--- src/rtl/bsg_serial_tx.sv ---
// Serial transmit engine behind the BSG AMBA register block: sends {data1,data2}
// MSB first, each bit held CLK_DIV cycles, followed by a CLK_DIV-cycle stop period.
module bsg_serial_tx #(
  parameter int CLK_DIV = 4,
  parameter int CNT_W   = 8
) (
  input  logic       clk,
  input  logic       rst,
  input  logic       tx_enable,
  input  logic       int_mask,
  input  logic       int_flag,
  input  logic [7:0] data1,
  input  logic [7:0] data2,
  output logic [4:0] status,
  output logic       serial_out,
  output logic       frame,
  output logic       done_pulse,
  output logic       irq
);

  typedef enum logic [1:0] {IDLE, SHIFT, STOP} state_t;

  localparam logic [CNT_W-1:0] DIV_LAST = CNT_W'(CLK_DIV - 1);

  state_t           state, state_nxt;
  logic [15:0]      sreg;
  logic [3:0]       bit_cnt;
  logic [CNT_W-1:0] div_cnt;
  logic             done;
  logic             busy;
  logic             div_wrap;

  assign div_wrap = (div_cnt == DIV_LAST);

  always_comb begin
    state_nxt = state;
    case (state)
      IDLE:    if (tx_enable) state_nxt = SHIFT;
      SHIFT:   if (div_wrap && (bit_cnt == 4'd0)) state_nxt = STOP;
      STOP:    if (div_wrap) state_nxt = IDLE;
      default: state_nxt = IDLE;
    endcase
  end

  always_ff @(posedge clk) begin
    if (rst) state <= IDLE;
    else     state <= state_nxt;
  end

  // done_pulse is registered off the last STOP cycle so it lands on the first IDLE cycle.
  always_ff @(posedge clk) begin
    if (rst) begin
      sreg       <= '0;
      bit_cnt    <= '0;
      div_cnt    <= '0;
      done       <= 1'b0;
      done_pulse <= 1'b0;
      irq        <= 1'b0;
    end else begin
      done_pulse <= (state == STOP) && div_wrap;
      irq        <= int_mask & (int_flag | done_pulse);
      case (state)
        IDLE: begin
          if (tx_enable) begin
            sreg    <= {data1, data2};
            bit_cnt <= 4'd15;
            div_cnt <= '0;
            done    <= 1'b0;
          end
        end
        SHIFT: begin
          if (div_wrap) begin
            div_cnt <= '0;
            sreg    <= {sreg[14:0], 1'b0};
            if (bit_cnt != 4'd0) bit_cnt <= bit_cnt - 4'd1;
          end else begin
            div_cnt <= div_cnt + CNT_W'(1);
          end
        end
        STOP: begin
          if (div_wrap) begin
            div_cnt <= '0;
            done    <= 1'b1;
          end else begin
            div_cnt <= div_cnt + CNT_W'(1);
          end
        end
        default: div_cnt <= '0;
      endcase
    end
  end

  // Byte index is gated by busy so the idle/reset status reads all zeros.
  assign busy       = (state != IDLE);
  assign frame      = (state == SHIFT);
  assign serial_out = frame & sreg[15];
  assign status     = {2'b00, busy & ~bit_cnt[3], done, busy};

endmodule

--- config.mk ---
export PLATFORM = sky130hd
export DESIGN_NAME = bsg_serial_tx
export DESIGN_NICKNAME = d
export VERILOG_FILES = /design/src/rtl/bsg_serial_tx.sv
export SDC_FILE = /design/constraint.sdc
export NUM_CORES = 1
export LEC_CHECK = 0
export CORE_ASPECT_RATIO = 2
export CORE_MARGIN = 1.5
export CORE_UTILIZATION = 52
export DETAILED_ROUTE_END_ITERATION = 10
export PLACE_DENSITY = 0.79
export SLEW_MARGIN = 20
export SYNTH_ARGS = -nofsm -noshare
export SYNTH_HDL_FRONTEND = slang
export SYNTH_SLANG_ARGS = --single-unit
--- constraint.sdc ---
create_clock -name clk -period 2.52 [get_ports clk]
set_input_delay 0.504 -clock clk [delete_from_list [all_inputs] [get_ports clk]]
set_output_delay 0.504 -clock clk [all_outputs]
set_load 0.03 [all_outputs]
==> reports/qor.yml <==
status: "completed"
multiInputGateArea_sq_um: 965
p_leak_nw: 0.779
nNetsFinal: 240
initial_core_util_pct: 54.8
drive_above_1_share_pct: 11.2
hold_buffers: 0
syn_inst: 190
synth_warnings: 0
diodes: 0
timing.fmax_mhz: 429
cap_violations: 0
antenna_found_initial: 0
fin_skew_ns: 0.00557
fin_crit_sh_pct: 92.5
grt_pass1_wl_microns: 6610
setup_viol: 0
vdd_drop_max_mv: 0.642
wl_per_cell_microns: 15.7
cts_htree_levels: 2
seq_area_sq_um: 661
clk_pin_slew_ns: 0.07
gp_congestion: 0.827
arrival_ns: 1.83
overflow: 0
vias_per_cell: 5.99
powerDensity_nw_per_um2: 903
vias: 1468
die_x_microns: 44.0
period_needed_ns: 2.33
tns_ns: 0
post_synth.cell_area_avg_sq_um: 9.21
path_class: "reg -> out"
max_slew.worst_pin.slew_ns: 1.07
globalRouteTotalUtil_pct: 23.0
utilization_pct: 64.9
drc: 0
clk_latency_ns: 0.28
rsz0062_at_grt: "false"
fillers: 282
syn-cell-area_sq_um: 1750
rows: 29
endpoint_kind: "primary output"
place_ws_ns: 0.0558
syn_to_final_growth_pct: 18.5
worst_slack_ns: 0.190
finalHoldViolCount: 0
root_buffer: "clkbuf_8"
setup.worst_path.start_class: "flip-flop"
cts.sinks: 33
cts_tree: "yes"
die_area_sq_um: 3740
numPortBuffers: 27
yosysSeqAreaShare_pct: 37.8
maxSlewViolCount: 0
grt_max_degree: 23
die_h_microns: 85.0
postCtsSetupBuffers: 0
dpl.hpwl_microns: 2890
required_ns: 2.02
numCtsBuffers: 5
relSlewSlack_pct: 28.1
cp_max_fo: 8
clockBufferDepth: 2
ys_ff_latch: 33
coreArea_sq_um: 3190
pin_count: 30
synth.distinct_cells: 45
ant_nets: 0
drt_pass1_iterations: 4
hold_path_class: "reg -> reg"
grt_pass1_vias: 1554
wirelength_microns: 3850
drtIter0Drc: 28
cts_resized: 0
## Yosys cell counts, drive strengths merged
| cell | count | area share, % |
|---|---|---|
| a211oi | 19 | 8.2 |
| a21bo | 1 | 0.57 |
| a21boi | 3 | 1.3 |
| a21oi | 24 | 7.1 |
| a31o | 1 | 0.50 |
| a41o | 2 | 1.1 |
| a41oi | 1 | 0.50 |
| and2 | 2 | 0.72 |
| and3 | 1 | 0.36 |
| buf | 12 | 4.9 |
| clkbuf | 5 | 1.1 |
| conb | 1 | 0.21 |
| dfxtp | 33 | 38 |
| ha | 6 | 4.3 |
| inv | 6 | 1.3 |
| mux2 | 1 | 0.64 |
| mux2i | 18 | 10 |
| nand2 | 10 | 2.1 |
| nand2b | 1 | 0.36 |
| nand3 | 2 | 0.57 |
| nand3b | 1 | 0.43 |
| nand4 | 2 | 0.72 |
| nor2 | 12 | 2.6 |
| nor2b | 1 | 0.79 |
| nor3 | 1 | 0.29 |
| nor3b | 2 | 0.86 |
| nor4 | 2 | 0.72 |
| nor4b | 1 | 0.86 |
| o21ai | 1 | 0.29 |
| o21bai | 1 | 0.43 |
| o31ai | 5 | 2.1 |
| or2b | 2 | 0.93 |
| or3 | 3 | 1.4 |
| or3b | 1 | 0.50 |
| or4 | 1 | 0.64 |
| xnor2 | 3 | 1.5 |
| xor2 | 2 | 1.0 |
## area by class of cell
class,count,share of cell area (%)
clock buffer,6,3.50
inverter,6,1.09
tap,31,1.87
clock inverter,2,0.483
timing repair buffer,32,14.6
sequential,33,31.9
multi-input combinational,135,46.6
## where the power goes
part	internal, mW	switching (mW)
sequential	0.635	0.0749
combinational	0.337	0.449
clock	0.191	0.185
## critical path, cell delays in order (launching register included)
cell and delay [ns]:
dfxtp_1 0.38, inv_1 0.08, ha_1 0.28, nor2_1 0.13, clkdlybuf4s50_1 0.68
## metrics by stage
stage / instances / power, mW / hold WS, ns / cell area [sq um]
after floorplan: 191 / 1.33 / 0.449 / 1750
after global placement: 237 / 1.47 / 0.458 / 1990
after detailed placement: 237 / 1.50 / 0.478 / 1990
after CTS: 245 / 1.88 / 0.488 / 2070
after global routing: 245 / 2.01 / 0.530 / 2070
final: 245 / 1.87 / 0.481 / 2070
## flip-flops by register name, indices dropped and copies added (netlist names)
register and flops:
state 2, bit_cnt 4, div_cnt 8, sreg 16, done 1, irq 1
done_pulse 1
## metal layers
layer | GRT usage, % | up-vias | routed length [microns]
met2 | 41.6 | 35 | 2230
met5 | 0 | - | 0
met1 | 23.0 | 694 | 1400
met3 | 5.53 | 9 | 124
met4 | 11.6 | 0 | 89
li1 | - | 730 | -
## layout by cell type, fill, tap and decap left out, drive strengths merged, types with 2 or more instances in the layout
master / count
dfxtp: 33
clkdlybuf4s50: 25
a21oi: 24
a211oi: 19
mux2i: 18
nor2: 12
nand2: 10
buf: 7
inv: 6
ha: 6
clkbuf: 6
o31ai: 5
xnor2: 3
a21boi: 3
or3: 3
and2: 2
nor4: 2
xor2: 2
nand3: 2
nor3b: 2
nand4: 2
a41o: 2
conb: 2
clkinv: 2
or2b: 2
## path summary, 6_finish.rpt
path / slack, ns / startpoint / cells after the start / to
min reg2reg: 0.48 / div_cnt[1] / 2 / div_cnt[1]
max reg2reg: 0.26 / div_cnt[0] / 5 / sreg[3]
min: 0.48 / div_cnt[1] / 2 / div_cnt[1]
max: 0.19 / state[1] / 4 / status[2]
## cells by family after synthesis
family	after synthesis	synth area share (%)
AND/OR/NAND/NOR	45	14.9
multiplexers	19	10.9
flip-flops	33	37.8
AO/OA/AOI/OAI	58	22.1
other	1	0.214
buffers and inverters	23	7.30
adder cells (fa/ha/maj)	6	4.29
XOR/XNOR	5	2.50
Note: power is estimated with default switching activity, not from simulation.
